**src/rtl/iig_pkg.sv**
```systemverilog
// Shared types and geometry helpers for the integral-image generator.
// Widths derive from the frame size so that no integral value can overflow.
package iig_pkg;

    typedef enum logic {
        IDLE  = 1'b0,
        ACCUM = 1'b1
    } state_t;

    localparam int DEF_IMG_W = 80;
    localparam int DEF_IMG_H = 60;
    localparam int DEF_PIX_W = 8;

    function automatic int addrWidth(input int imgW, input int imgH);
        return (imgW * imgH > 1) ? $clog2(imgW * imgH) : 1;
    endfunction

    function automatic int iiWidth(input int pixW, input int imgW, input int imgH);
        return pixW + addrWidth(imgW, imgH);
    endfunction

    function automatic int sqWidth(input int pixW, input int imgW, input int imgH);
        return 2 * pixW + addrWidth(imgW, imgH);
    endfunction

    localparam int DEF_ADDR_W = addrWidth(DEF_IMG_W, DEF_IMG_H);
    localparam int DEF_II_W   = iiWidth(DEF_PIX_W, DEF_IMG_W, DEF_IMG_H);
    localparam int DEF_SQ_W   = sqWidth(DEF_PIX_W, DEF_IMG_W, DEF_IMG_H);

endpackage

```
**src/rtl/integral_image_gen_if.sv**
```systemverilog
// Pixel-in / BRAM-write-out bundle of the integral-image generator.
// The generator uses the slave modport; the upstream stage and BRAM side use master.
interface integral_image_gen_if import iig_pkg::*; #(
    parameter int PIX_W  = DEF_PIX_W,
    parameter int ADDR_W = DEF_ADDR_W,
    parameter int II_W   = DEF_II_W,
    parameter int SQ_W   = DEF_SQ_W
);
    logic              iRun;
    logic              iInput_ready;
    logic [PIX_W-1:0]  iData;
    logic              oWrreq;
    logic [ADDR_W-1:0] oAddr;
    logic [II_W-1:0]   oData;
    logic [SQ_W-1:0]   oSq_data;
    logic              oBusy;
    logic              oFrame_done;

    modport master (
        output iRun, iInput_ready, iData,
        input  oWrreq, oAddr, oData, oSq_data, oBusy, oFrame_done
    );

    modport slave (
        input  iRun, iInput_ready, iData,
        output oWrreq, oAddr, oData, oSq_data, oBusy, oFrame_done
    );
endinterface

```
**src/rtl/iig_line_buffer.sv**
```systemverilog
// One-row line buffer: combinational read, synchronous write.
// Holds the integral values of the previous row, indexed by column.
module iig_line_buffer #(
    parameter int DEPTH = 80,
    parameter int DW    = 21,
    parameter int AW    = (DEPTH > 1) ? $clog2(DEPTH) : 1
) (
    input  logic          iClk,
    input  logic          we,
    input  logic [AW-1:0] wAddr,
    input  logic [DW-1:0] wData,
    input  logic [AW-1:0] rAddr,
    output logic [DW-1:0] rData
);
    logic [DW-1:0] mem [DEPTH];

    // NOTE: the array has no reset; row 0 never reads it, so stale contents are harmless
    // and leaving it unreset lets it map onto plain storage.
    always_ff @(posedge iClk) begin
        if (we) mem[wAddr] <= wData;
    end

    assign rData = mem[rAddr];
endmodule

```
**src/rtl/integral_image_gen.sv**
```systemverilog
// Raster-order integral-image generator with one-cycle write latency.
// Optional squared integral for variance normalisation: define SQ_INTEGRAL_EN.
module integral_image_gen import iig_pkg::*; #(
    parameter int IMG_W  = DEF_IMG_W,
    parameter int IMG_H  = DEF_IMG_H,
    parameter int PIX_W  = DEF_PIX_W,
    parameter int ADDR_W = addrWidth(IMG_W, IMG_H),
    parameter int II_W   = PIX_W + ADDR_W,
    parameter int SQ_W   = 2 * PIX_W + ADDR_W
) (
    input logic                iClk,
    input logic                iReset_n,
    integral_image_gen_if.slave io
);
    localparam int COL_W = (IMG_W > 1) ? $clog2(IMG_W) : 1;
    localparam int ROW_W = (IMG_H > 1) ? $clog2(IMG_H) : 1;

    state_t            state;
    logic [COL_W-1:0]  col;
    logic [ROW_W-1:0]  row;
    logic [ADDR_W-1:0] pixAddr;
    logic [II_W-1:0]   rowSum;
    logic [II_W-1:0]   rs, above, ii, lbRd;
    logic              accept, lastPix;

    // iRun takes priority over a pixel arriving in the same cycle.
    assign accept  = (state == ACCUM) && io.iInput_ready && !io.iRun;
    assign lastPix = (col == COL_W'(IMG_W - 1)) && (row == ROW_W'(IMG_H - 1));

    always_comb begin
        rs    = ((col == '0) ? '0 : rowSum) + II_W'(io.iData);
        above = (row == '0) ? '0 : lbRd;
        ii    = rs + above;
    end

    iig_line_buffer #(.DEPTH(IMG_W), .DW(II_W), .AW(COL_W)) uLineBuf (
        .iClk  (iClk),
        .we    (accept),
        .wAddr (col),
        .wData (ii),
        .rAddr (col),
        .rData (lbRd)
    );

    always_ff @(posedge iClk) begin
        if (!iReset_n) begin
            state          <= IDLE;
            col            <= '0;
            row            <= '0;
            pixAddr        <= '0;
            rowSum         <= '0;
            io.oWrreq      <= 1'b0;
            io.oAddr       <= '0;
            io.oData       <= '0;
            io.oBusy       <= 1'b0;
            io.oFrame_done <= 1'b0;
        end else begin
            io.oWrreq      <= accept;
            io.oFrame_done <= accept && lastPix;
            if (accept) begin
                io.oAddr <= pixAddr;
                io.oData <= ii;
                rowSum   <= rs;
            end

            if (io.iRun) begin
                state    <= ACCUM;
                io.oBusy <= 1'b1;
                col      <= '0;
                row      <= '0;
                pixAddr  <= '0;
                rowSum   <= '0;
            end else if (accept) begin
                if (lastPix) begin
                    state    <= IDLE;
                    io.oBusy <= 1'b0;
                    col      <= '0;
                    row      <= '0;
                    pixAddr  <= '0;
                end else begin
                    pixAddr <= pixAddr + 1'b1;
                    if (col == COL_W'(IMG_W - 1)) begin
                        col <= '0;
                        row <= row + 1'b1;
                    end else begin
                        col <= col + 1'b1;
                    end
                end
            end
        end
    end

`ifdef SQ_INTEGRAL_EN
    logic [2*PIX_W-1:0] pixSq;
    logic [SQ_W-1:0]    sqRowSum, sqRs, sqAbove, sqIi, sqLbRd;

    always_comb begin
        pixSq   = (2 * PIX_W)'(io.iData) * (2 * PIX_W)'(io.iData);
        sqRs    = ((col == '0) ? '0 : sqRowSum) + SQ_W'(pixSq);
        sqAbove = (row == '0) ? '0 : sqLbRd;
        sqIi    = sqRs + sqAbove;
    end

    iig_line_buffer #(.DEPTH(IMG_W), .DW(SQ_W), .AW(COL_W)) uSqLineBuf (
        .iClk  (iClk),
        .we    (accept),
        .wAddr (col),
        .wData (sqIi),
        .rAddr (col),
        .rData (sqLbRd)
    );

    always_ff @(posedge iClk) begin
        if (!iReset_n) begin
            sqRowSum    <= '0;
            io.oSq_data <= '0;
        end else if (io.iRun) begin
            sqRowSum <= '0;
        end else if (accept) begin
            sqRowSum    <= sqRs;
            io.oSq_data <= sqIi;
        end
    end
`else
    assign io.oSq_data = '0;
`endif

endmodule

```
**src/flat_wrapper.sv**
```systemverilog
// flat-port wrapper written by rule: the top's interface ports become plain ports
module integral_image_gen_flat import iig_pkg::*;
#(
    parameter int IMG_W  = DEF_IMG_W,
    parameter int IMG_H  = DEF_IMG_H,
    parameter int PIX_W  = DEF_PIX_W,
    parameter int ADDR_W = addrWidth(IMG_W, IMG_H),
    parameter int II_W   = PIX_W + ADDR_W,
    parameter int SQ_W   = 2 * PIX_W + ADDR_W
)
  (iClk, iReset_n, io_iRun, io_iInput_ready, io_iData, io_oWrreq, io_oAddr, io_oData, io_oSq_data, io_oBusy, io_oFrame_done);
  integral_image_gen_if #(.PIX_W(PIX_W), .ADDR_W(ADDR_W), .II_W(II_W), .SQ_W(SQ_W)) io_i ();
  input logic iClk;
  input logic iReset_n;
  input wire logic [$bits(io_i.iRun)-1:0] io_iRun;
  input wire logic [$bits(io_i.iInput_ready)-1:0] io_iInput_ready;
  input wire logic [$bits(io_i.iData)-1:0] io_iData;
  output wire logic [$bits(io_i.oWrreq)-1:0] io_oWrreq;
  output wire logic [$bits(io_i.oAddr)-1:0] io_oAddr;
  output wire logic [$bits(io_i.oData)-1:0] io_oData;
  output wire logic [$bits(io_i.oSq_data)-1:0] io_oSq_data;
  output wire logic [$bits(io_i.oBusy)-1:0] io_oBusy;
  output wire logic [$bits(io_i.oFrame_done)-1:0] io_oFrame_done;
  assign io_i.iRun = io_iRun;
  assign io_i.iInput_ready = io_iInput_ready;
  assign io_i.iData = io_iData;
  assign io_oWrreq = io_i.oWrreq;
  assign io_oAddr = io_i.oAddr;
  assign io_oData = io_i.oData;
  assign io_oSq_data = io_i.oSq_data;
  assign io_oBusy = io_i.oBusy;
  assign io_oFrame_done = io_i.oFrame_done;
  integral_image_gen #(.IMG_W(IMG_W), .IMG_H(IMG_H), .PIX_W(PIX_W), .ADDR_W(ADDR_W), .II_W(II_W), .SQ_W(SQ_W)) u_core (.iClk(iClk), .iReset_n(iReset_n), .io(io_i));
endmodule
```
**config.mk**
```make
export PLATFORM = sky130hd
export DESIGN_NAME = integral_image_gen_flat
export DESIGN_NICKNAME = d
export VERILOG_FILES = /design/src/rtl/iig_pkg.sv /design/src/rtl/integral_image_gen_if.sv /design/src/rtl/iig_line_buffer.sv /design/src/rtl/integral_image_gen.sv /design/src/flat_wrapper.sv
export SDC_FILE = /design/constraint.sdc
export NUM_CORES = 2
export LEC_CHECK = 0
export CAP_MARGIN = 15
export CELL_PAD_IN_SITES_DETAIL_PLACEMENT = 1
export CELL_PAD_IN_SITES_GLOBAL_PLACEMENT = 1
export CORE_AREA = 2 2 344 346
export DETAILED_ROUTE_END_ITERATION = 12
export DIE_AREA = 0 0 346 348
export PLACE_DENSITY = 0.84
export SYNTH_ARGS = -nofsm -noshare
export SYNTH_HDL_FRONTEND = slang
export SYNTH_SLANG_ARGS = --single-unit
```
**constraint.sdc**
```tcl
create_clock -name iClk -period 11.6 [get_ports iClk]
set_input_delay 1.74 -clock iClk [delete_from_list [all_inputs] [get_ports iClk]]
set_output_delay 1.74 -clock iClk [all_outputs]
set_load 0.05 [all_outputs]
```
Yosys cells after proc, flatten, opt, wreduce, memory -nomap -nowiden. Memory sizes are Yosys's and may differ from the RTL's. A register that Yosys moved wholly into a read port is not among the register bits. Cells that the tools add are included.

Flip-flop bits (word level): 84. Bits in writable memories: 1680. Logic and storage cells: 45. Memories kept: 1.

Memory list: u_core.uLineBuf.mem (words 80, bits a word 21, rd ports 1, clocked after Yosys merged registers in 1, wr ports 1, RTL line iig_line_buffer.sv:15) `logic [DW-1:0] mem [DEPTH];`.

Add/sub/neg operators: 5. Equal/unequal tests: 2. Muxes and demuxes: 14. Bitwise gates (word level): 1. Reductions and logical operators: 13.

Operator list (number): 2-to-1 mux 21 bit (2); 2-to-1 mux 7 bit (4); adder 21 bit (1); adder 21 x 8 -> 21 bit (1); adder 13 x 1 -> 13 bit, second input constant (1); 2-to-1 mux 13 bit (1); 2-to-1 mux 6 bit (2); adder 7 x 1 -> 7 bit, second input constant (1); equality test 7 bit, second input constant (1); logical NOT 7 bit (1); adder 6 x 1 -> 6 bit, second input constant (1); equality test 6 bit, second input constant (1); logical NOT 6 bit (1); nonzero test 2 bit (3); 2-to-1 mux 1 bit (5); logical AND 1 bit (4); AND reduction 2 bit (2); OR reduction 2 bit (1); logical NOT 1 bit (1); NOT 1 bit (1).

Depth between registers and ports, before layout.
Word-level depth: 5. Mapped depth: 28. Gate-level depth less buffers: 24.

Modules after synthesis. From an unflattened synthesis, not the netlist that was laid out.

Cell total of the unflattened synthesis: 3791. Area total of the unflattened synthesis: 70274.9 µm².

By module, submodules not included: iig_line_buffer (instances 1, cells each 3094, area an instance 64774.6 µm², sequential area each 50448.4 µm²); integral_image_gen (instances 1, cells each 697, area an instance 5500.3 µm², sequential area each 1681.6 µm²).

Worst setup path after synthesis. Ideal clock, no wire load.

Path type: input port to flip-flop. Start: input io_iData[0]. End: memory u_core.uLineBuf.mem[0][20], data pin. Library setup time: 0.664 ns. Arrival: 7.130 ns. Required time: 10.936 ns. Slack: 3.806 ns. Stages on the path: 18. Buffers on the path: 0. Cells stage by stage: ha_1 > inv_1 > fa_1 > nor2b_1 > o2111ai_1 > a31oi_1 > and4_1 > nand3_1 > xor2_1 > nor2_1 > ha_1 > nand3_1 > nor2_1 > a211oi_1 > o211ai_1 > a21oi_1 > a21oi_1 > xnor2_1.

Longest elaborated chain between the ends: 2.

RTL lines: from (decl) (RTL line flat_wrapper.sv:17) `input wire logic [$bits(io_i.iData)-1:0] io_iData;`; adder 21 x 8 -> 21 bit (RTL line integral_image_gen.sv:31) `rs = ((col == '0) ? '0 : rowSum) + II_W'(io.iData);`; named net u_core.rs[12] (RTL line integral_image_gen.sv:23) `logic [II_W-1:0] rs, above, ii, lbRd;`; adder 21 bit (RTL line integral_image_gen.sv:33) `ii = rs + above;`; named net u_core.ii[20] (RTL line integral_image_gen.sv:23); to (decl) (RTL line iig_line_buffer.sv:15).

The timed path passes the listed nets, and every way through them passes these cells.

==> summary.txt <==
Status
  • Status: finished, final reports clean

Logic synthesis
  • Top cell type by total area after synthesis: edfxtp_1
  • Post-synth EDFFs: 1680
  • Post-synth top area share: 72.7%
  • Most used DFF post-synth: edfxtp_1
  • Async S/R FF share, synth: 0%
  • Synthesized cell area: 0.0694 mm^2
  • Syn Area/Cell: 21.7 um^2
  • YS warnings: 0
  • Synth area leaders: edfxtp_1 73%, mux4_2 18%, dfxtp_1 2.6%
  • Synth Register Bits: 1771
  • Sequential-to-total area share from yosys stat: 75.3%
  • Library cells used by synthesis: 56
  • Synthesized instance count: 3194

Placement
  • Post-detail-place hpwl: 102000 um
  • PortBufs: 48
  • Pre-CTS WS: 4120 ps
  • DP Cell Count: 4681
  • RD Place Congestion: 0.880
  • DP Area: 0.0723 mm^2

Setup path
  • Worst path cell trace: buf_4 -> buf_4 -> mux4_2 -> mux4_2 -> mux2i_1 -> nor2_1 -> ha_1 -> or4_1 -> o21ai_0 -> o211ai_1 -> a21oi_1 -> a21oi_1 -> xnor2_2 -> buf_4 -> o2bb2ai_1
  • Critical Path Max Stage Delay: 900 ps
  • Crit Path Class: register to register
  • CP top delay family: buffers and inverters
  • CP max FO: 81
  • Slowest cell on crit path: buf_4
  • CP most frequent cell: buf_4
  • CP Launch Type: register
  • R2R setup slack: 3710 ps
  • Crit path capture type: register
  • WP data arrival: 8580 ps
  • R2R depth: 15
  • R2R Path End: u_core.io.oData[20]
  • Worst path required time: 12290 ps
  • Buf/Inv on CP: 3

CTS
  • TritonCTS clock tree: built
  • H-tree levels: 4
  • Clk buf depth: 3
  • Root buffer cell: clkbuf_16
  • CTS Buf Count: 172
  • Clock Latency Late Sink: 810 ps
  • Setup bufs post-CTS: 0
  • Hold buffers post-CTS: 0
  • Sink Count: 1771
  • Worst-path clk slew: 70 ps
  • CTS resizes: 0

Floorplanning
  • Initial Util: 59.4%
  • Die W: 346 um
  • Die area: 0.120 mm^2
  • Io pins: 78
  • Rows: 126
  • Height of the die: 348 um
  • Core area: 0.117 mm^2

Global routing
  • Largest net degree at the start of global routing: 130
  • GRT Overall Usage: 34.5%
  • First-pass GRT wire length: 289000 um
  • Initial antenna violation count: 16
  • Final global-route overflow total: 0
  • Vias in the first global route: 37675

STA
  • Worst-margin pin slew: 1270 ps
  • Final hold violations: 0
  • Final min period: 7890 ps
  • Max Slew Vio Count: 0
  • Clk_skew: 45.2 ps
  • Final worst slack: 3710 ps
  • Final setup violation count: 0
  • Post-route setup TNS: 0 ps
  • Final worst-path cycle share: 68.0%
  • Relative slew slack: 15.4%
  • RSZ-0062 raised after global routing: false
  • Max Freq: 127 MHz

Hold path
  • WHS Endpoint: u_core.rowSum[7]
  • Critical hold path startpoint: u_core.rowSum[7]
  • Hold Path Depth: 2
  • Hold Crit Class: register to register

Routing
  • Vias per cell: 7.35
  • Iter 0 DRT Violations: 5942
  • Antenna-violating nets left: 0
  • DR pass1 iterations: 5
  • DRC viols: 0
  • Routed WL: 204000 um
  • Via count: 36697
  • Avg WL per Cell: 40.9 um

Final layout
  • Most frequent cells in the layout: 1680 x edfxtp_1, 540 x mux4_2, 174 x clkbuf_16, 117 x nand2_1, 90 x nor2_1
  • Synth-to-Final Area Change: 12.0%
  • Commonest non-fill, non-tap cell in the layout: edfxtp_1
  • Finished Cell Area: 0.0778 mm^2
  • Final net count: 3369
  • Non-Filler Instances: 4992
  • Layout cells sized above 1: 27.8%

Pwr
  • Total power: 12.8 mW
  • Leak: 21.6 nW
  • P per Cell Area: 164 mW/mm^2
  • VDD IR-drop max: 0.000156 V

Flow run
  • Maxcap violations: 0
==> logic make-up (layout without fill, tap and decap cells) <==
logic type / count (synthesis) / in the layout / share of synthesized area (%)
muxes: 568 / 568 / 17.9
other: 1 / 31 / 0.00540
and+or+nand+nor: 395 / 395 / 2.51
xor gates and xnor gates: 56 / 56 / 0.706
DFF: 1771 / 1771 / 75.3
adders and majority gates: 35 / 35 / 0.652
buffers and inverters: 214 / 446 / 1.51
AOI/OAI and AO/OA: 154 / 154 / 1.42
==> Yosys cell counts, types with 6 or more instances <==
cell type,number
edfxtp_1,1680
clkbuf_1,93
buf_1,17
nand4_1,15
o21bai_1,6
nand3_1,17
o21a_1,8
nor2b_1,8
ha_1,33
and2_1,11
nor3_1,11
or3_1,9
nor2_1,171
mux2i_1,28
xnor2_1,31
o21ai_0,25
mux4_2,540
a21oi_1,48
a21o_1,10
buf_6,9
nand2_1,117
buf_2,40
xor2_1,25
a21boi_0,26
inv_1,20
dfxtp_1,91
buf_4,34
nand2b_1,10
==> cell type report <==
type,count,area (um^2)
Multi-Input combinational cell,1237,17000
Sequential cell,1771,52300
Fill cell,9094,39200
Clock buffer,207,4510
Inverter,20,75.1
Clock inverter,99,917
Antenna cell,2,5.00
Tap cell,1536,1920
Timing Repair Buffer,120,1130
==> report_power, final <==
group	leakage [nW]	internal [mW]	total [mW]	switching [mW]
Sequential	14.6	6.93	6.94	0.00637
Clock	2.64	3.12	5.61	2.49
Combinational	4.36	0.0681	0.231	0.163
Total	21.6	10.1	12.8	2.66
==> worst reg2reg max path, cell delays in order (launching register included) <==
cell	delay, ps
dfxtp_4	840
buf_4	910
buf_4	940
mux4_2	680
mux4_2	550
mux2i_1	210
nor2_1	90
ha_1	240
or4_1	570
o21ai_0	630
o211ai_1	220
a21oi_1	420
a21oi_1	260
xnor2_2	240
buf_4	690
o2bb2ai_1	290
==> metrics by stage <==
stage,utilization [%],hold WS (ps)
5_1_grt,66.5,489
3_5_place_dp,61.8,452
6_report,66.5,456
2_1_floorplan,-,432
4_1_cts,66.5,459
3_3_place_gp,61.8,441
==> worst max-delay path by stage <==
| stage | start | end | slack, ps | cells after the start |
|---|---|---|---|---|
| global route | register | u_core.io.oData[20] | 3320 | 15 |
| CTS | register | u_core.io.oData[20] | 3780 | 15 |
| detailed placement | register | u_core.uLineBuf.mem[27][20] | 4120 | 14 |
| global placement | register | u_core.uLineBuf.mem[24][19] | 4410 | 15 |
| floorplan | io_iData[0] | u_core.uLineBuf.mem[0][20] | 3810 | 18 |
| finish | register | u_core.io.oData[20] | 3710 | 15 |
==> metal layers <==
| layer | vias up | global-route usage (%) | share of wire, % |
|---|---|---|---|
| li1 | 13488 | - | - |
| met1 | 19340 | 45.7 | 34 |
| met2 | 3164 | 54.4 | 48 |
| met3 | 691 | 8.05 | 12 |
| met4 | 14 | 18.3 | 6.0 |
| met5 | - | 0 | 0.043 |
==> state kept, by name, indices dropped and copies added, names as in the netlist, named ones only <==
name,cells
u_core.col,7
u_core.io.oAddr,13
u_core.io.oBusy,1
u_core.io.oData,21
u_core.io.oFrame_done,1
u_core.io.oWrreq,1
u_core.pixAddr,13
u_core.row,6
u_core.rowSum,21
u_core.uLineBuf.mem,1680
Note: power is estimated with default switching activity, not from simulation.
